===== src/rtl/fft_pkg.sv =====
// Shared FFT definitions: sizes, complex sample type, bin bit reversal and unload states.
// The streamer and the FFT core both import this package.
package fft_pkg;

   localparam int unsigned FFT_N     = 4096;
   localparam int unsigned FFT_LOG2N = 12;
   localparam int unsigned SAMPLE_W  = 16;

   typedef struct packed {
      logic signed [SAMPLE_W-1:0] re;
      logic signed [SAMPLE_W-1:0] im;
   } cplx_t;

   typedef struct packed {
      cplx_t                  data;
      logic [FFT_LOG2N-1:0]   index;
      logic                   last;
   } fifo_entry_t;

   typedef enum logic [1:0] {StIdle, StStream, StDrain} unload_state_e;

   function automatic logic [FFT_LOG2N-1:0] bit_reverse(input logic [FFT_LOG2N-1:0] a);
      logic [FFT_LOG2N-1:0] r;
      for (int i = 0; i < FFT_LOG2N; i++) begin
         r[i] = a[FFT_LOG2N-1-i];
      end
      return r;
   endfunction

endpackage


===== src/rtl/fft_result_streamer_if.sv =====
// RAM read port and output sample stream of the FFT result streamer.
// master = streamer side, slave = RAM plus downstream sink.
interface fft_result_streamer_if
   import fft_pkg::*;
#(
   parameter int unsigned LOG2N  = FFT_LOG2N,
   parameter int unsigned DATA_W = SAMPLE_W
);
   logic                     ram_own;
   logic                     ram_rd_en;
   logic [LOG2N-1:0]         ram_addr;
   logic signed [DATA_W-1:0] ram_dout_real;
   logic signed [DATA_W-1:0] ram_dout_imag;
   logic                     m_valid;
   logic                     m_ready;
   logic signed [DATA_W-1:0] m_real;
   logic signed [DATA_W-1:0] m_imag;
   logic [LOG2N-1:0]         m_index;
   logic                     m_last;

   modport master (
      output ram_own, ram_rd_en, ram_addr,
      input  ram_dout_real, ram_dout_imag,
      output m_valid, m_real, m_imag, m_index, m_last,
      input  m_ready
   );

   modport slave (
      input  ram_own, ram_rd_en, ram_addr,
      output ram_dout_real, ram_dout_imag,
      input  m_valid, m_real, m_imag, m_index, m_last,
      output m_ready
   );

endinterface


===== src/rtl/cplx_fifo2.sv =====
// Two-entry synchronous FIFO holding complex bins with their index and last flag.
// Push while full is accepted only when a pop happens in the same cycle.
module cplx_fifo2
   import fft_pkg::*;
(
   input  logic        clk,
   input  logic        reset,
   input  logic        i_push,
   input  fifo_entry_t i_data,
   input  logic        i_pop,
   output fifo_entry_t o_data,
   output logic        o_full,
   output logic        o_empty,
   output logic [1:0]  o_count
);

   fifo_entry_t r_mem [2];
   logic        r_wr_ptr;
   logic        r_rd_ptr;
   logic [1:0]  r_count;
   logic        w_do_push;
   logic        w_do_pop;

   assign o_full    = (r_count == 2'd2);
   assign o_empty   = (r_count == 2'd0);
   assign o_count   = r_count;
   assign o_data    = r_mem[r_rd_ptr];
   assign w_do_pop  = i_pop & ~o_empty;
   assign w_do_push = i_push & (~o_full | w_do_pop);

   always_ff @(posedge clk) begin
      if (reset) begin
         r_wr_ptr <= 1'b0;
         r_rd_ptr <= 1'b0;
         r_count  <= 2'd0;
      end else begin
         if (w_do_push) r_wr_ptr <= ~r_wr_ptr;
         if (w_do_pop)  r_rd_ptr <= ~r_rd_ptr;
         unique case ({w_do_push, w_do_pop})
            2'b10:   r_count <= r_count + 2'd1;
            2'b01:   r_count <= r_count - 2'd1;
            default: r_count <= r_count;
         endcase
      end
   end

   // Payload storage needs no reset; occupancy alone defines validity.
   always_ff @(posedge clk) begin
      if (w_do_push) r_mem[r_wr_ptr] <= i_data;
   end

endmodule


===== src/rtl/fft_result_streamer.sv =====
// Unloads the FFT result RAM after fft_done rises and streams the bins out over valid/ready.
// Reads are credit-limited so the 2-entry buffer always has room for every read in flight.
module fft_result_streamer
   import fft_pkg::*;
#(
   parameter int unsigned N           = FFT_N,
   parameter int unsigned LOG2N       = FFT_LOG2N,
   parameter int unsigned DATA_W      = SAMPLE_W,
   parameter int unsigned BIT_REV_OUT = 0
) (
   input  logic                  clk,
   input  logic                  reset,
   input  logic                  fft_done,
   fft_result_streamer_if.master bus,
   output logic                  busy,
   output logic                  unload_done,
   output logic                  overrun
);

   localparam logic [LOG2N:0] CntN    = (LOG2N+1)'(N);
   localparam logic [LOG2N:0] CntLast = (LOG2N+1)'(N - 1);

   unload_state_e    r_state;
   logic             r_done_q;
   logic             r_busy;
   logic             r_own;
   logic             r_unload_done;
   logic             r_overrun;
   logic             r_inflight;
   logic             r_infl_last;
   logic [LOG2N:0]   r_rd_cnt;
   logic [LOG2N-1:0] r_infl_idx;
   logic [LOG2N-1:0] w_rd_addr;
   logic             w_start;
   logic             w_rd_en;
   logic             w_pop;
   logic             w_full;
   logic             w_empty;
   logic             w_last_xfer;
   logic [1:0]       w_count;
   logic [2:0]       w_level;
   fifo_entry_t      w_push_data;
   fifo_entry_t      w_head;

   assign w_start     = fft_done & ~r_done_q;
   assign w_pop       = ~w_empty & bus.m_ready;
   assign w_last_xfer = w_pop & w_head.last;
   // Buffer slots already spoken for after this cycle's pop.
   assign w_level     = {1'b0, w_count} + {2'b00, r_inflight} - {2'b00, w_pop};
   assign w_rd_en     = (r_state == StStream) && (r_rd_cnt < CntN) && (w_level < 3'd2)
                        && !(w_full && !w_pop);
   assign w_rd_addr   = (BIT_REV_OUT != 0) ? bit_reverse(r_rd_cnt[LOG2N-1:0])
                                           : r_rd_cnt[LOG2N-1:0];

   always_comb begin
      w_push_data         = '0;
      w_push_data.data.re = bus.ram_dout_real;
      w_push_data.data.im = bus.ram_dout_imag;
      w_push_data.index   = r_infl_idx;
      w_push_data.last    = r_infl_last;
   end

   cplx_fifo2 u_fifo (
      .clk     (clk),
      .reset   (reset),
      .i_push  (r_inflight),
      .i_data  (w_push_data),
      .i_pop   (w_pop),
      .o_data  (w_head),
      .o_full  (w_full),
      .o_empty (w_empty),
      .o_count (w_count)
   );

   always_ff @(posedge clk) begin
      if (reset) begin
         r_state       <= StIdle;
         r_done_q      <= 1'b0;
         r_busy        <= 1'b0;
         r_own         <= 1'b0;
         r_unload_done <= 1'b0;
         r_overrun     <= 1'b0;
         r_inflight    <= 1'b0;
         r_infl_last   <= 1'b0;
         r_infl_idx    <= '0;
         r_rd_cnt      <= '0;
      end else begin
         r_done_q      <= fft_done;
         r_unload_done <= 1'b0;
         r_inflight    <= w_rd_en;
         r_infl_idx    <= w_rd_addr;
         r_infl_last   <= (r_rd_cnt == CntLast);
         if (w_rd_en) r_rd_cnt <= r_rd_cnt + 1'b1;
         if (w_start && (r_state != StIdle)) r_overrun <= 1'b1;
         unique case (r_state)
            StIdle: begin
               if (w_start) begin
                  r_busy   <= 1'b1;
                  r_own    <= 1'b1;
                  r_rd_cnt <= '0;
                  r_state  <= StStream;
               end
            end
            StStream, StDrain: begin
               // The last bin can leave while still nominally streaming.
               if (w_last_xfer) begin
                  r_unload_done <= 1'b1;
                  r_busy        <= 1'b0;
                  r_own         <= 1'b0;
                  r_state       <= StIdle;
               end else if ((r_state == StStream) && (r_rd_cnt == CntN) && !r_inflight) begin
                  r_state <= StDrain;
               end
            end
            default: r_state <= StIdle;
         endcase
      end
   end

   assign bus.ram_own   = r_own;
   assign bus.ram_rd_en = w_rd_en;
   assign bus.ram_addr  = w_rd_addr;
   assign bus.m_valid   = ~w_empty;
   assign bus.m_real    = DATA_W'(w_head.data.re);
   assign bus.m_imag    = DATA_W'(w_head.data.im);
   assign bus.m_index   = w_head.index;
   assign bus.m_last    = w_head.last;
   assign busy          = r_busy;
   assign unload_done   = r_unload_done;
   assign overrun       = r_overrun;

endmodule


===== src/flat_wrapper.sv =====
// flat-port wrapper written by rule: the top's interface ports become plain ports
module fft_result_streamer_flat import fft_pkg::*;
#(
   parameter int unsigned N           = FFT_N,
   parameter int unsigned LOG2N       = FFT_LOG2N,
   parameter int unsigned DATA_W      = SAMPLE_W,
   parameter int unsigned BIT_REV_OUT = 0
)
  (clk, reset, fft_done, busy, unload_done, overrun, bus_ram_own, bus_ram_rd_en, bus_ram_addr, bus_ram_dout_real, bus_ram_dout_imag, bus_m_valid, bus_m_real, bus_m_imag, bus_m_index, bus_m_last, bus_m_ready);
  fft_result_streamer_if #(.LOG2N(LOG2N), .DATA_W(DATA_W)) bus_i ();
  input  logic clk;
  input  logic reset;
  input  logic fft_done;
  output logic busy;
  output logic unload_done;
  output logic overrun;
  output wire logic [$bits(bus_i.ram_own)-1:0] bus_ram_own;
  output wire logic [$bits(bus_i.ram_rd_en)-1:0] bus_ram_rd_en;
  output wire logic [$bits(bus_i.ram_addr)-1:0] bus_ram_addr;
  input wire logic [$bits(bus_i.ram_dout_real)-1:0] bus_ram_dout_real;
  input wire logic [$bits(bus_i.ram_dout_imag)-1:0] bus_ram_dout_imag;
  output wire logic [$bits(bus_i.m_valid)-1:0] bus_m_valid;
  output wire logic [$bits(bus_i.m_real)-1:0] bus_m_real;
  output wire logic [$bits(bus_i.m_imag)-1:0] bus_m_imag;
  output wire logic [$bits(bus_i.m_index)-1:0] bus_m_index;
  output wire logic [$bits(bus_i.m_last)-1:0] bus_m_last;
  input wire logic [$bits(bus_i.m_ready)-1:0] bus_m_ready;
  assign bus_ram_own = bus_i.ram_own;
  assign bus_ram_rd_en = bus_i.ram_rd_en;
  assign bus_ram_addr = bus_i.ram_addr;
  assign bus_i.ram_dout_real = bus_ram_dout_real;
  assign bus_i.ram_dout_imag = bus_ram_dout_imag;
  assign bus_m_valid = bus_i.m_valid;
  assign bus_m_real = bus_i.m_real;
  assign bus_m_imag = bus_i.m_imag;
  assign bus_m_index = bus_i.m_index;
  assign bus_m_last = bus_i.m_last;
  assign bus_i.m_ready = bus_m_ready;
  fft_result_streamer #(.N(N), .LOG2N(LOG2N), .DATA_W(DATA_W), .BIT_REV_OUT(BIT_REV_OUT)) u_core (.clk(clk), .reset(reset), .fft_done(fft_done), .bus(bus_i), .busy(busy), .unload_done(unload_done), .overrun(overrun));
endmodule

===== config.mk =====
export PLATFORM = sky130hd
export DESIGN_NAME = fft_result_streamer_flat
export DESIGN_NICKNAME = d
export VERILOG_FILES = /design/src/rtl/fft_pkg.sv /design/src/rtl/fft_result_streamer_if.sv /design/src/rtl/cplx_fifo2.sv /design/src/rtl/fft_result_streamer.sv /design/src/flat_wrapper.sv
export SDC_FILE = /design/constraint.sdc
export NUM_CORES = 1
export LEC_CHECK = 0
export BUFFER_PORTS_ARGS = -buffer_cell sky130_fd_sc_hd__buf_2
export CORE_MARGIN = 2
export CORE_UTILIZATION = 49
export DETAILED_ROUTE_END_ITERATION = 7
export GPL_ROUTABILITY_DRIVEN = 1
export GPL_TIMING_DRIVEN = 0
export PLACE_DENSITY = 0.79
export SKIP_LAST_GASP = 1
export SYNTH_ARGS = -nofsm -noshare
export SYNTH_HDL_FRONTEND = slang
export SYNTH_SLANG_ARGS = --single-unit

===== constraint.sdc =====
create_clock -name clk -period 3.3 [get_ports clk]
set_input_delay 0 -clock clk [delete_from_list [all_inputs] [get_ports clk]]
set_output_delay 0 -clock clk [all_outputs]
set_load 0.02 [all_outputs]

Word-level counts from Yosys, hierarchy flattened
Memory sizes are Yosys's and may differ from the RTL's. A register that Yosys moved wholly into a read port is not among the register bits.
Index checks and enable logic that the tools add are counted.
- bits in registers: 37
- memory bits (writable): 90
- output and inout port bits: 63
- logic and storage cells: 77
- memories kept: 1
- add/sub/neg operators: 5
- $lt $le $gt $ge: 2
- eq/ne operators: 10
- mux-type cells: 16
- bitwise operators: 12
- reduce and logical (&&, ||, !) cells: 19
- memories (memory ; words ; width ; read ports ; clocked after memory_dff ; wr ports ; RTL line ; text):
    u_core.u_fifo.r_mem ; 2 ; 45 ; 1 ; 1 ; 1 ; cplx_fifo2.sv:17 ; fifo_entry_t r_mem [2];
- operator list (operator ; number):
    two-way mux 13 bit ; 3
    adder 13 x 1 -> 13 bit (second input constant) ; 1
    == test 13 x 12 -> 1 bit (second input constant) ; 1
    == test 13 bit (second input constant) ; 1
    < comparator 13 bit (second input constant) ; 1
    one-hot mux 2 bit (2 select lines) ; 2
    logical AND 1 bit ; 7
    two-way mux 1 bit ; 7
    == test 2 bit (second input constant) ; 3
    two-way mux 2 bit ; 3
    NOT 1 bit ; 6
    nonzero test 2 bit ; 3
    bitwise AND 1 bit ; 5
    == test 2 x 1 -> 1 bit (second input constant) ; 2
    zero test 2 bit ; 2
    != test 2 x 1 -> 1 bit (second input constant) ; 2
    OR reduction 2 bit ; 2
    adder 2 x 1 -> 3 bit ; 1
    zero test 1 bit ; 3
    < comparator 3 x 2 -> 1 bit (second input constant) ; 1
    != test 3 x 1 -> 1 bit (second input constant) ; 1
    AND reduction 3 bit ; 1
    subtractor 3 x 1 -> 3 bit ; 1
    adder 2 x 1 -> 2 bit (second input constant) ; 1
    other kinds (4) ; 4

Depth between registers and ports, before layout
Gate-level depths: netlist of run 1.
- word-level depth: 10
- mapped depth: 11
- depth with buffers taken out: 9

Hierarchy
Synthesis of run 1 repeated with hierarchy kept, for this count alone.
- cell total of the unflattened synthesis: 334
- area, all modules: 4993.5 um^2
- modules (own cells, without submodules) (module ; times used ; cells an instance ; area each (um^2) ; sequential area each (um^2)):
    cplx_fifo2 ; 1 ; 170 ; 3505.9 ; 2802.7
    fft_result_streamer ; 1 ; 164 ; 1487.7 ; 660.6

Worst setup path before layout of run 1
No wires, ideal clock.
- path type: register -> register
- from: register u_core.u_fifo.r_count[1], in the netlist u_core.u_fifo.o_count[1]
- to: memory u_core.u_fifo.r_mem[0][0] (netlist name), enable pin
- arrival: 2.615 ns
- data required time: 2.853 ns
- path slack: 0.238 ns
- cell stages (with the launch flop): 5
- path buffers: 1
- cells stage by stage: dfxtp_1 > buf_6 > or3b_2 > nand2_1 > nor2_1
- word-level cells in the longest chain between the ends: 8
- ends and longest elaborated chain (element ; RTL line ; text):
    start: declaration ; cplx_fifo2.sv:20 ; logic [1:0] r_count;
    start signal: assignment ; cplx_fifo2.sv:40 ; 2'b10: r_count <= r_count + 2'd1;
    start signal: assignment ; cplx_fifo2.sv:41 ; 2'b01: r_count <= r_count - 2'd1;
    start signal: assignment ; cplx_fifo2.sv:42 ; default: r_count <= r_count;
    zero test 2 bit ; cplx_fifo2.sv:25 ; assign o_empty = (r_count == 2'd0);
    NOT 1 bit ; cplx_fifo2.sv:28, fft_result_streamer.sv:46 ;
    bitwise AND 1 bit ; fft_result_streamer.sv:46 ; assign w_pop = ~w_empty & bus.m_ready;
    bitwise AND 1 bit ; cplx_fifo2.sv:28 ; assign w_do_pop = i_pop & ~o_empty;
    bitwise OR 1 bit (*) ; cplx_fifo2.sv:29 ; assign w_do_push = i_push & (~o_full | w_do_pop);
    bitwise AND 1 bit (*) ; cplx_fifo2.sv:29 ;
    two-way mux 1 bit (*) ; cplx_fifo2.sv:49 ; if (w_do_push) r_mem[r_wr_ptr] <= i_data;
    two-way mux 1 bit (implied by the code) (*) ; cplx_fifo2.sv:49 ;
    end: declaration ; cplx_fifo2.sv:17 ;
Mark *: on every way between the ends. The rest lies on a longest branch, timed or not.

Final worst setup path of run 1
- from: register u_core.u_fifo.r_count[1], in the netlist u_core.u_fifo.o_count[1]
- to: register u_core.r_rd_cnt[7]
- word-level cells in the longest chain between the ends: 10
- ends and longest elaborated chain (element ; RTL line ; text):
    parallel branches: the longest is 6 deep, another holds adder 2 x 1 -> 3 bit ; - ;
    logical AND 1 bit (*) ; fft_result_streamer.sv:51 ; && !(w_full && !w_pop);
    two-way mux 13 bit (*) ; fft_result_streamer.sv:93 ; if (w_rd_en) r_rd_cnt <= r_rd_cnt + 1'b1;
    two-way mux 13 bit ; fft_result_streamer.sv:97 ; if (w_start) begin
    two-way mux 13 bit (*) ; fft_result_streamer.sv:95 ; unique case (r_state)
    end signal: assignment ; fft_result_streamer.sv:93 ;
    end: declaration ; fft_result_streamer.sv:31 ; logic [LOG2N:0] r_rd_cnt;
Every way passes the cells marked *.
A chain may end at the register's enable or synchronous reset.

==> results of run 1 <==
==> worst register-to-register path, delay by kind of cell, from the launching register on <==
| kind | cells | cell delay [ns] |
|---|---|---|
| AOI/OAI and AO/OA | 2 | 0.46 |
| adders and majority gates | 2 | 0.74 |
| buffers and inverters | 1 | 0.15 |
| and+or+nand+nor | 4 | 1.26 |
| DFF | 1 | 0.33 |
==> final cells by class <==
class                      instances  share of cell area
sequential                       128               0.529
multi-input combinational        164               0.199
timing repair buffer             135               0.135
clock buffer                      17              0.0633
tap                              133              0.0254
buffer                            24              0.0227
clock inverter                    15              0.0193
inverter                           9             0.00554
==> placed cells by master (no fill, tap or decap), types with 4 or more instances in the layout <==
cell and instances:
sky130_fd_sc_hd__buf_2 99, sky130_fd_sc_hd__clkinv_1 6, sky130_fd_sc_hd__edfxtp_1 90, sky130_fd_sc_hd__nor2_1 18, sky130_fd_sc_hd__and3_1 4, sky130_fd_sc_hd__xnor2_1 5
sky130_fd_sc_hd__buf_1 4, sky130_fd_sc_hd__dlygate4sd3_1 36, sky130_fd_sc_hd__dfxtp_1 38, sky130_fd_sc_hd__clkbuf_1 4, sky130_fd_sc_hd__o31ai_1 6, sky130_fd_sc_hd__nand3_1 7
sky130_fd_sc_hd__clkinv_2 4, sky130_fd_sc_hd__buf_4 13, sky130_fd_sc_hd__ha_1 5, sky130_fd_sc_hd__clkbuf_16 16, sky130_fd_sc_hd__nand2_1 9, sky130_fd_sc_hd__nor2b_1 10
sky130_fd_sc_hd__mux2_2 45, sky130_fd_sc_hd__a21oi_1 11, sky130_fd_sc_hd__inv_1 8, sky130_fd_sc_hd__or4_1 5
==> logic make-up after synthesis <==
group                    share of synthesized area
buffers and inverters                       0.0379
XOR/XNOR                                    0.0157
flip-flops                                   0.700
multiplexers                                 0.107
AND/OR/NAND/NOR                             0.0863
adder cells (fa/ha/maj)                     0.0167
AO/OA/AOI/OAI                               0.0367
==> per-layer routing <==
metal	vias up	global-route usage	share of wire
met5	-	0	0
met1	1512	0.220	0.41
li1	1509	-	-
met4	0	0.0811	0.013
met2	120	0.316	0.52
met3	12	0.0570	0.059
==> power by group <==
part	switching, mW	internal, mW
clock network	0.624	1.05
registers	0.0457	1.85
logic	0.461	0.319
==> state kept, by name, summed over array words and instances, names as in the netlist, named ones only <==
name / flops
u_core.u_fifo.r_mem: 90
u_core.r_rd_cnt: 13
u_core.r_infl_idx: 12
u_core.r_state: 2
u_core.u_fifo.o_count: 2
u_core.busy: 1
u_core.overrun: 1
u_core.r_done_q: 1
u_core.r_infl_last: 1
u_core.r_inflight: 1
u_core.u_fifo.r_rd_ptr: 1
u_core.u_fifo.r_wr_ptr: 1
u_core.unload_done: 1
==> cells in the mapped netlist (2+ instances only) <==
| cell | n | share of area |
|---|---|---|
| sky130_fd_sc_hd__dfxtp_1 | 38 | 0.15 |
| sky130_fd_sc_hd__xnor2_1 | 5 | 0.0089 |
| sky130_fd_sc_hd__clkbuf_1 | 4 | 0.0030 |
| sky130_fd_sc_hd__or2_2 | 2 | 0.0025 |
| sky130_fd_sc_hd__ha_1 | 5 | 0.013 |
| sky130_fd_sc_hd__edfxtp_1 | 90 | 0.55 |
| sky130_fd_sc_hd__mux2_2 | 45 | 0.10 |
| sky130_fd_sc_hd__nand2_1 | 9 | 0.0068 |
| sky130_fd_sc_hd__o31ai_1 | 6 | 0.0091 |
| sky130_fd_sc_hd__mux2i_1 | 2 | 0.0040 |
| sky130_fd_sc_hd__o21ai_0 | 3 | 0.0030 |
| sky130_fd_sc_hd__a221oi_1 | 2 | 0.0035 |
| sky130_fd_sc_hd__buf_1 | 4 | 0.0030 |
| sky130_fd_sc_hd__or4_1 | 5 | 0.0076 |
| sky130_fd_sc_hd__nor2b_1 | 10 | 0.013 |
| sky130_fd_sc_hd__nor2_1 | 19 | 0.014 |
| sky130_fd_sc_hd__buf_4 | 13 | 0.020 |
| sky130_fd_sc_hd__a21oi_1 | 11 | 0.011 |
| sky130_fd_sc_hd__nand3_1 | 7 | 0.0071 |
| sky130_fd_sc_hd__inv_1 | 9 | 0.0068 |
| sky130_fd_sc_hd__xor2_1 | 2 | 0.0035 |
| sky130_fd_sc_hd__buf_2 | 3 | 0.0030 |
| sky130_fd_sc_hd__nor4b_1 | 2 | 0.0035 |
| sky130_fd_sc_hd__nor3_1 | 2 | 0.0020 |
| sky130_fd_sc_hd__nor4_1 | 3 | 0.0038 |
| sky130_fd_sc_hd__and3_1 | 5 | 0.0063 |
| sky130_fd_sc_hd__nand2b_1 | 3 | 0.0038 |
==> timing repair <==
| item | CTS | global route |
|---|---|---|
| endpoints found under the setup margin | 1 | 1 |
| gates resized for setup | 1 | 2 |
| hold endpoints to repair | 72 | 0 |
| hold buffers | 36 | 0 |
==> worst max-delay path by stage <==
stage,end,start
4_1_cts,bus_ram_rd_en,u_core.u_fifo.o_count[1]
5_1_grt,u_core.r_rd_cnt[7],u_core.u_fifo.o_count[1]
6_report,u_core.r_rd_cnt[7],u_core.u_fifo.o_count[1]
3_5_place_dp,u_core.r_rd_cnt[9],u_core.u_fifo.o_count[1]
2_1_floorplan,u_core.u_fifo.r_mem[0][0],u_core.u_fifo.o_count[1]
3_3_place_gp,u_core.u_fifo.r_mem[0][27],u_core.u_fifo.o_count[1]
==> impl_summary.txt, run 1 <==
----------------------------------------------------
[Worst setup path]
  Register-to-register setup slack ... 0.26 ns
  CP cell instances ... buf_6 -> o21a_2 -> ha_1 -> nand2b_1 -> fa_1 -> nand3b_1 -> or3_4 -> or4_1 -> a21oi_1
  Critical path launch point type ... flop
  Req. time, crit path ... 3.73 ns
  Capture instance of the worst register-to-register path ... u_core.r_rd_cnt[7]
  Critical-path cell with the highest stage delay ... sky130_fd_sc_hd__or4_1
  Worst Path Max Fanout ... 15
  Gate family responsible for the most delay along the worst path ... simple AND/OR/NAND/NOR gates
  Element type at the critical path end ... flop
  Origin of the critical flop-to-flop path ... u_core.u_fifo.o_count[1]
  Cell depth of the worst setup path ... 9
  Critical Path AT ... 3.46 ns
  Buffering stage count on the worst path with inverters included ... 1
  Number of cells on the worst reg-to-reg path ... 9
  Biggest cell delay along the critical path ... 0.51 ns
  CP Class ... flop to flop

[Timing]
  Maximum clock frequency ... 329 MHz
  Final clock period utilization by the worst path ... 0.920
  Fin Clk Skew ... 0.00719 ns
  Setup-violating endpoint count in the final report ... 0
  Fin. max-slew vios ... 0
  Tightest slew margin relative to the limit ... 0.610
  Setup repair after global routing missed its margin ... false
  Final hold vios ... 0
  Hold Slack ... 0.216 ns
  Post-layout worst setup margin ... 0.264 ns
  Post-layout min period ... roughly 3 ns
  Slew at the pin closest to its max-slew limit ... 0.584 ns
  Sum Neg Setup Slack ... 0 ns

[Cells and area]
  Proportion of layout cells with a drive suffix above 1 ... 0.400
  Fill count ... 692
  P&R area growth vs syn ... 32.4%
  Total area of sequential cells ... 3460 sq um
  Summed area of non-filler cells in the final layout ... between 6000 and 7000 sq um
  Number of standard cells in the final layout excluding fillers ... 625
  Combined area of the multi-input logic cells ... 1310 sq um
  # nets final ... 521
  Share of the core filled with cells ... 0.670
  Antenna diode instance count ... 0

[GRT]
  Pin count of the biggest net entering global routing ... 30
  Total GRT Usage ... 0.187
  Antenna violations before repair ... 0
  Number of global-route vias before repair ... 3270
  Global-route wire length before repair ... 15.7 mm
  Residual overflow from global routing ... 0

[Logic synthesis]
  Number of enable-type register cells in the synthesized netlist ... 90
  Area of the mapped netlist ... ~5000 sq um
  Share of synthesized flip-flops with an asynchronous set or reset ... 0
  Sequential area share after synthesis ... 0.700
  Synthesized netlist cell count ... 326
  Syn Nets ... 368
  Most used flip-flop cell after synthesis ... sky130_fd_sc_hd__edfxtp_1
  Average instance area after synthesis ... ~15 sq um
  Count of distinct cell types in the synthesized netlist ... 44
  Yosys Warn Count ... 0
  Flop and latch count out of synthesis ... 128

[Die]
  Placeable core region ... around 9800 sq um
  DIE WIDTH ... 104 um
  Total Die Area ... ~11000 sq um
  Height of the die ... approximately 100 um
  Initial cell density of the core ... 0.506
  Ports ... roughly 100
  Core Rows ... 36

[Routing]
  Drc violations ... 0
  First-iteration detailed-routing DRC count ... around 140
  Number of vias after detailed routing ... ~3.2k
  Antenna Nets Post-Route ... 0
  DRT Wirelength ... 9.84 mm
  Via density ... 5.04
  Routed len/inst ... 15.7 um
  Detailed-router iteration count before antenna repair ... 4

[Power]
  Post-layout total power ... 4.35 mW
  Ratio of total power to cell area ... 664 nW/um^2
  Static power due to leakage ... 2.48 nW
  Max IR drop VDD ... 0.343 mV

[Placed design]
  DP Area ... approximately 5600 sq um
  HPWL after DPL ... 6.09 mm
  Pre-CTS setup slack ... 0.363 ns
  Total of buffers placed on input and output ports ... 97
  Placed Instances ... about 560
  Final GP Congestion ... between 0.8 and 0.9

[Worst hold path]
  Worst min-delay path class ... input pin to flop
  End point of the most critical hold path ... u_core.u_fifo.r_mem[0][29]
  Worst hold start ... bus_ram_dout_real[0]
  Hold Path Cell Cnt ... 2

[CTS]
  Clock slew seen by the registers of the worst setup and hold paths ... 0.06 ns
  Buffers inserted by post-CTS timing repair ... 0
  Clk Latency, worst-skew pair ... 0.51 ns
  CTS tree ... done
  Master cell of the clock root buffer ... sky130_fd_sc_hd__clkbuf_8
  Maximum number of buffers from clock root to sink ... 2
  Count of clock tree sinks ... 128
  Number of H-tree branching levels ... 4
  Total CTS buffers ... 17

[Status]
  Status ... complete, no violations

[Flow run]
  Max-capacitance violation count ... 0

----------------------------------------------------
No activity file was read; power rests on OpenSTA's default activity.
==> inputs of run 2 (changes only) <==
--- a/config.mk
+++ b/config.mk
@@ -6,13 +6,14 @@
 export NUM_CORES = 1
 export LEC_CHECK = 0
 export BUFFER_PORTS_ARGS = -buffer_cell sky130_fd_sc_hd__buf_2
-export CORE_MARGIN = 2
+export CORE_MARGIN = 8
 export CORE_UTILIZATION = 49
 export DETAILED_ROUTE_END_ITERATION = 7
 export GPL_ROUTABILITY_DRIVEN = 1
 export GPL_TIMING_DRIVEN = 0
 export PLACE_DENSITY = 0.79
 export SKIP_LAST_GASP = 1
+export SLEW_MARGIN = 20
 export SYNTH_ARGS = -nofsm -noshare
 export SYNTH_HDL_FRONTEND = slang
 export SYNTH_SLANG_ARGS = --single-unit
==> impl_summary.txt, run 2 (same netlist as run 1, synthesis figures left out) <==
----------------------------------------------------
[CTS]
  Master cell of the clock root buffer ... sky130_fd_sc_hd__clkbuf_8
  Clock slew seen by the registers of the worst setup and hold paths ... ~0.06 ns
  Number of H-tree branching levels ... 4
  CTS tree ... done
  Count of clock tree sinks ... between 100 and 150
  Total CTS buffers ... 17
  Clk Latency, worst-skew pair ... 0.50 ns
  Maximum number of buffers from clock root to sink ... 2

[Worst setup path]
  Element type at the critical path end ... primary output
  CP cell instances ... buf_6 -> o21a_2 -> ha_1 -> nand2b_1 -> fa_1 -> nand3b_1 -> or3_4 -> inv_2 -> buf_2
  CP Class ... flop to primary output
  Critical Path AT ... 3.09 ns
  Req. time, crit path ... 3.30 ns
  Buffering stage count on the worst path with inverters included ... 3
  Critical path launch point type ... flop
  Biggest cell delay along the critical path ... roughly 0.48 ns
  Worst Path Max Fanout ... 15
  Gate family responsible for the most delay along the worst path ... simple AND/OR/NAND/NOR gates
  Critical-path cell with the highest stage delay ... sky130_fd_sc_hd__fa_1

[Cells and area]
  Antenna diode instance count ... 0
  Most frequent cells in the layout ... 99 x sky130_fd_sc_hd__buf_2, 90 x sky130_fd_sc_hd__edfxtp_1, 45 x sky130_fd_sc_hd__mux2_2
  Flip-flop count of the largest register, all copies and words added ... 90
  # nets final ... between 500 and 600
  Share of the core filled with cells ... 0.680
  Fill count ... 686
  Proportion of layout cells with a drive suffix above 1 ... 0.414
  Leading cell type in the layout, fill and taps excluded ... sky130_fd_sc_hd__buf_2
  Largest registers ... u_core.u_fifo.r_mem (90), u_core.r_rd_cnt (13), u_core.r_infl_idx (12)
  Total area of sequential cells ... 3460 sq um
  Combined area of the multi-input logic cells ... about 1300 sq um
  Register with the most flip-flops ... u_core.u_fifo.r_mem
  P&R area growth vs syn ... 34.3%

[Die]
  Total Die Area ... 13600 sq um
  Core Rows ... 36
  Placeable core region ... between 9000 and 10000 sq um
  Ports ... 99
  Initial cell density of the core ... 0.506
  DIE WIDTH ... 116 um
  Height of the die ... 116 um

[Routing]
  First-iteration detailed-routing DRC count ... 174
  Drc violations ... 0
  Antenna Nets Post-Route ... 0
  Via density ... 4.93
  Detailed-router iteration count before antenna repair ... 4
  Number of vias after detailed routing ... 3089
  DRT Wirelength ... 10.1 mm
  Routed len/inst ... 16.1 um

[Power]
  Post-layout total power ... 4.57 mW
  Portion of total power attributed to the clock network ... 0.412
  Portion of total power attributed to combinational logic ... 0.174
  Flop pwr share ... 0.414
  Static power due to leakage ... roughly 2.5 nW
  Sw frac ... 0.255
  Internal power ... 3.40 mW
  Switching power summed over all nets ... roughly 1.2 mW
  Max IR drop VDD ... 0.380 mV
  Ratio of total power to cell area ... 688 nW/um^2

[Timing]
  Fin Clk Skew ... 0.00504 ns
  Final hold vios ... 0
  Setup-violating endpoint count in the final report ... 0
  Sum Neg Setup Slack ... 0 ns
  Post-layout min period ... 3.09 ns
  Maximum clock frequency ... between 300 and 400 MHz
  Final clock period utilization by the worst path ... 0.935
  Tightest slew margin relative to the limit ... 0.504
  Fin. max-slew vios ... 0
  Slew at the pin closest to its max-slew limit ... 0.742 ns
  Setup repair after global routing missed its margin ... false

[GRT]
  Number of global-route vias before repair ... 3221
  Global-route wire length before repair ... 16.0 mm
  Pin count of the biggest net entering global routing ... 32
  Antenna violations before repair ... 0
  Total GRT Usage ... 0.158
  Residual overflow from global routing ... 0

[Placed design]
  Total of buffers placed on input and output ports ... 97
  HPWL after DPL ... 6.79 mm
  Final GP Congestion ... 0.831

[Worst hold path]
  Worst min-delay path class ... input pin to flop

[Flow run]
  Max-capacitance violation count ... 0

[Status]
  Status ... complete, no violations

----------------------------------------------------
run 2: cell types whose count changed in the layout (fill, tap and decap cells not counted):
cell                        before  now
sky130_fd_sc_hd__clkbuf_8        1    2
sky130_fd_sc_hd__clkinv_1        6    0
sky130_fd_sc_hd__clkinv_4        1    3
sky130_fd_sc_hd__buf_4          13   14
sky130_fd_sc_hd__clkbuf_16      16   19
sky130_fd_sc_hd__buf_16          0    1
sky130_fd_sc_hd__buf_12          2    1
sky130_fd_sc_hd__clkinv_2        4    3
sky130_fd_sc_hd__inv_2           0    1
run 2: repair_timing:
action,CTS,global route
setup endpoints to repair,1,1
hold buffers,36,0
setup buffers,0,1
resized for setup,1,1
pin swaps,0,1
hold endpoints to repair,71,0
run 2: stage by stage:
step | instances | setup slack (ns) | hold slack (ns) | area, sq um
3_3_place_gp | 556 | -0.806 | 0.188 | 5600
3_5_place_dp | 558 | 0.370 | 0.191 | 5650
5_1_grt | 626 | 0.0232 | 0.185 | 6640
4_1_cts | 626 | 0.0429 | 0.194 | 6640
2_1_floorplan | 326 | 0.238 | 0.0989 | 4950
6_report | 626 | 0.215 | 0.212 | 6640
run 2: cell type report:
cell class	instances	area share
flip-flops and latches	128	0.521
multi-input cells	164	0.196
well taps	133	0.0250
repair buffers	136	0.136
clock buffers	21	0.0757
plain buffers	24	0.0224
inverters	9	0.00508
clock inverters	11	0.0185
run 2: power groups by stage:
stage | Sequential (mW) | Combinational, mW | Clock [mW]
floorplan | 1.92 | 0.507 | 0
global placement | 1.93 | 0.720 | 0
detailed placement | 1.93 | 0.757 | 0
CTS | 1.89 | 0.801 | 1.92
global route | 1.90 | 0.860 | 2.00
finish | 1.89 | 0.794 | 1.88
run 2: layer usage:
metal | global-route usage | vias to the layer above | wire length [um]
met5 | 0 | - | 0
met4 | 0.0519 | 0 | 85
met3 | 0.0584 | 7 | 616
met2 | 0.258 | 87 | 5100
met1 | 0.189 | 1491 | 4260
li1 | - | 1504 | -
run 2: worst paths after layout:
check	cells past startpoint	endpoint	start	slack [ns]
hold reg to reg	0	u_core.u_fifo.r_mem[0][9]	u_core.r_infl_idx[8]	0.43
setup / recovery	9	bus_ram_rd_en	u_core.u_fifo.o_count[1]	0.21
hold / removal	2	u_core.u_fifo.r_mem[0][14]	bus_ram_dout_imag[1]	0.21
setup reg to reg	9	u_core.r_rd_cnt[8]	u_core.u_fifo.o_count[1]	0.27
run 2: worst reg2reg max path: stages, from the launching register on:
cell and delay [ns]:
sky130_fd_sc_hd__dfxtp_1 0.33, sky130_fd_sc_hd__buf_6 0.15, sky130_fd_sc_hd__o21a_2 0.25, sky130_fd_sc_hd__ha_1 0.27, sky130_fd_sc_hd__nand2b_1 0.15, sky130_fd_sc_hd__fa_1 0.48, sky130_fd_sc_hd__nand3b_1 0.17, sky130_fd_sc_hd__or3_4 0.47
sky130_fd_sc_hd__or4_1 0.53, sky130_fd_sc_hd__a21oi_1 0.16
==> inputs of run 3 (changes only) <==
--- a/config.mk
+++ b/config.mk
@@ -8,10 +8,13 @@
 export BUFFER_PORTS_ARGS = -buffer_cell sky130_fd_sc_hd__buf_2
 export CORE_MARGIN = 8
 export CORE_UTILIZATION = 49
+export CTS_CLUSTER_DIAMETER = 120
+export CTS_CLUSTER_SIZE = 12
 export DETAILED_ROUTE_END_ITERATION = 7
 export GPL_ROUTABILITY_DRIVEN = 1
 export GPL_TIMING_DRIVEN = 0
 export PLACE_DENSITY = 0.79
+export RECOVER_POWER = 50
 export SKIP_LAST_GASP = 1
 export SLEW_MARGIN = 20
 export SYNTH_ARGS = -nofsm -noshare
==> impl_summary.txt, run 3 (same netlist as run 1, synthesis figures left out) <==
----------------------------------------------------
[Status]
  Status ... complete, no violations

[Routing]
  Routed len/inst ... 16.1 um
  Via density ... 4.98
  Number of vias after detailed routing ... ~3.1k
  DRT Wirelength ... between 10 and 15 mm
  First-iteration detailed-routing DRC count ... between 200 and 250
  Detailed-router iteration count before antenna repair ... 4
  Antenna Nets Post-Route ... 0
  Drc violations ... 0

[Cells and area]
  Leading cell type in the layout, fill and taps excluded ... sky130_fd_sc_hd__edfxtp_1
  Flip-flop count of the largest register, all copies and words added ... 90
  Most frequent cells in the layout ... 90 x sky130_fd_sc_hd__edfxtp_1, 59 x sky130_fd_sc_hd__buf_2, 44 x sky130_fd_sc_hd__mux2_2
  Largest registers ... u_core.u_fifo.r_mem (90), u_core.r_rd_cnt (13), u_core.r_infl_idx (12)
  Proportion of layout cells with a drive suffix above 1 ... 0.329
  Summed area of non-filler cells in the final layout ... 6590 sq um
  P&R area growth vs syn ... 33.3%
  Register with the most flip-flops ... u_core.u_fifo.r_mem
  Antenna diode instance count ... 0
  Share of the core filled with cells ... 0.674
  # nets final ... 522

[Power]
  Static power due to leakage ... ~2.4 nW
  Post-layout total power ... 4.56 mW
  Ratio of total power to cell area ... 692 nW/um^2
  Max IR drop VDD ... 0.382 mV

[Timing]
  Post-layout min period ... 3.10 ns
  Sum Neg Setup Slack ... 0 ns
  Fin Clk Skew ... 0.00614 ns
  Final hold vios ... 0
  Setup-violating endpoint count in the final report ... 0
  Slew at the pin closest to its max-slew limit ... 0.801 ns
  Fin. max-slew vios ... 0
  Hold Slack ... 0.221 ns
  Tightest slew margin relative to the limit ... 0.466
  Setup repair after global routing missed its margin ... false
  Maximum clock frequency ... 323 MHz
  Final clock period utilization by the worst path ... 0.939

[GRT]
  Global-route wire length before repair ... between 15 and 20 mm
  Total GRT Usage ... 0.158
  Antenna violations before repair ... 0
  Residual overflow from global routing ... 0
  Pin count of the biggest net entering global routing ... 32
  Number of global-route vias before repair ... 3221

[CTS]
  Clk Latency, worst-skew pair ... 0.51 ns
  Master cell of the clock root buffer ... sky130_fd_sc_hd__clkbuf_8
  Maximum number of buffers from clock root to sink ... 2
  Number of H-tree branching levels ... 4
  Clock slew seen by the registers of the worst setup and hold paths ... 0.06 ns
  Total CTS buffers ... 17
  CTS tree ... done
  Count of clock tree sinks ... 128

[Worst setup path]
  Critical path launch point type ... flop
  Req. time, crit path ... around 3.3 ns
  Worst Path Max Fanout ... 15
  Critical Path AT ... 3.10 ns
  Biggest cell delay along the critical path ... 0.48 ns
  Element type at the critical path end ... primary output
  Gate family responsible for the most delay along the worst path ... simple AND/OR/NAND/NOR gates
  CP Class ... flop to primary output
  CP cell instances ... buf_6 -> o21a_2 -> ha_1 -> nand2b_1 -> fa_1 -> nand3b_1 -> or3_4 -> inv_2 -> buf_2
  Critical-path cell with the highest stage delay ... sky130_fd_sc_hd__fa_1
  Buffering stage count on the worst path with inverters included ... 3

[Placed design]
  Total of buffers placed on input and output ports ... 97
  Final GP Congestion ... 0.831
  DP Area ... 5650 sq um
  HPWL after DPL ... between 6 and 7 mm

[Die]
  Height of the die ... roughly 120 um
  Ports ... 99
  Core Rows ... 36
  Placeable core region ... slightly below 10000 sq um
  Total Die Area ... roughly 14000 sq um
  DIE WIDTH ... around 120 um
  Initial cell density of the core ... 0.506

[Worst hold path]
  Worst min-delay path class ... input pin to flop

[Flow run]
  Max-capacitance violation count ... 0

----------------------------------------------------
run 3: cell types whose count changed in the layout (fill, tap and decap cells not counted), sizes merged:
cell,change
clkbuf,+44
buf,-44
run 3: layout make-up:
cell class	count	area, sq um
plain buffers	24	148
clock buffers	21	503
fillers	712	3180
inverters	9	33.8
well taps	133	166
clock inverters	11	123
repair buffers	136	852
multi-input cells	164	1300
flip-flops and latches	128	3460
run 3: worst paths after layout:
check             depth (start not counted)                         end                     start  slack (ns)
setup / recovery                          9               bus_ram_rd_en  u_core.u_fifo.o_count[1]        0.20
hold reg to reg                           0   u_core.u_fifo.r_mem[0][9]      u_core.r_infl_idx[8]        0.43
setup reg to reg                          9          u_core.r_rd_cnt[8]  u_core.u_fifo.o_count[1]        0.26
hold / removal                            2  u_core.u_fifo.r_mem[1][26]     bus_ram_dout_imag[13]        0.22
run 3: per-stage QoR:
stage	worst slack, ns	cells
after floorplan	0.238	326
after global placement	-0.806	556
after detailed placement	0.370	558
after CTS	0.0429	626
after global routing	0.0232	626
final	0.203	626
run 3: worst register-to-register path: cells and delay by family, from the launching register on:
kind	cells	cell delay [ns]
AND/OR/NAND/NOR	4	1.33
adder cells (fa/ha/maj)	2	0.75
AO/OA/AOI/OAI	2	0.41
flip-flops	1	0.33
buffers and inverters	1	0.14
run 3: power breakdown:
group          internal, mW  switching [mW]
Combinational         0.315           0.468
Clock                  1.23           0.655
Sequential             1.85          0.0453
Total                  3.39            1.17
run 3: layer usage:
layer / track usage / vias up / part of all wire
met4: 0.0519 / 0 / 0.0091
met2: 0.258 / 96 / 0.50
met5: 0 / - / 0
met1: 0.189 / 1501 / 0.42
met3: 0.0584 / 11 / 0.063
li1: - / 1507 / -
run 3: repair_timing:
| item | 4_1_cts | 5_1_grt |
|---|---|---|
| setup endpoints to repair | 1 | 1 |
| hold buffers | 36 | 0 |
| gates resized for setup | 1 | 1 |
| hold endpoints to repair | 71 | 0 |
| pin swaps | 0 | 1 |
| buffers inserted | 0 | 1 |
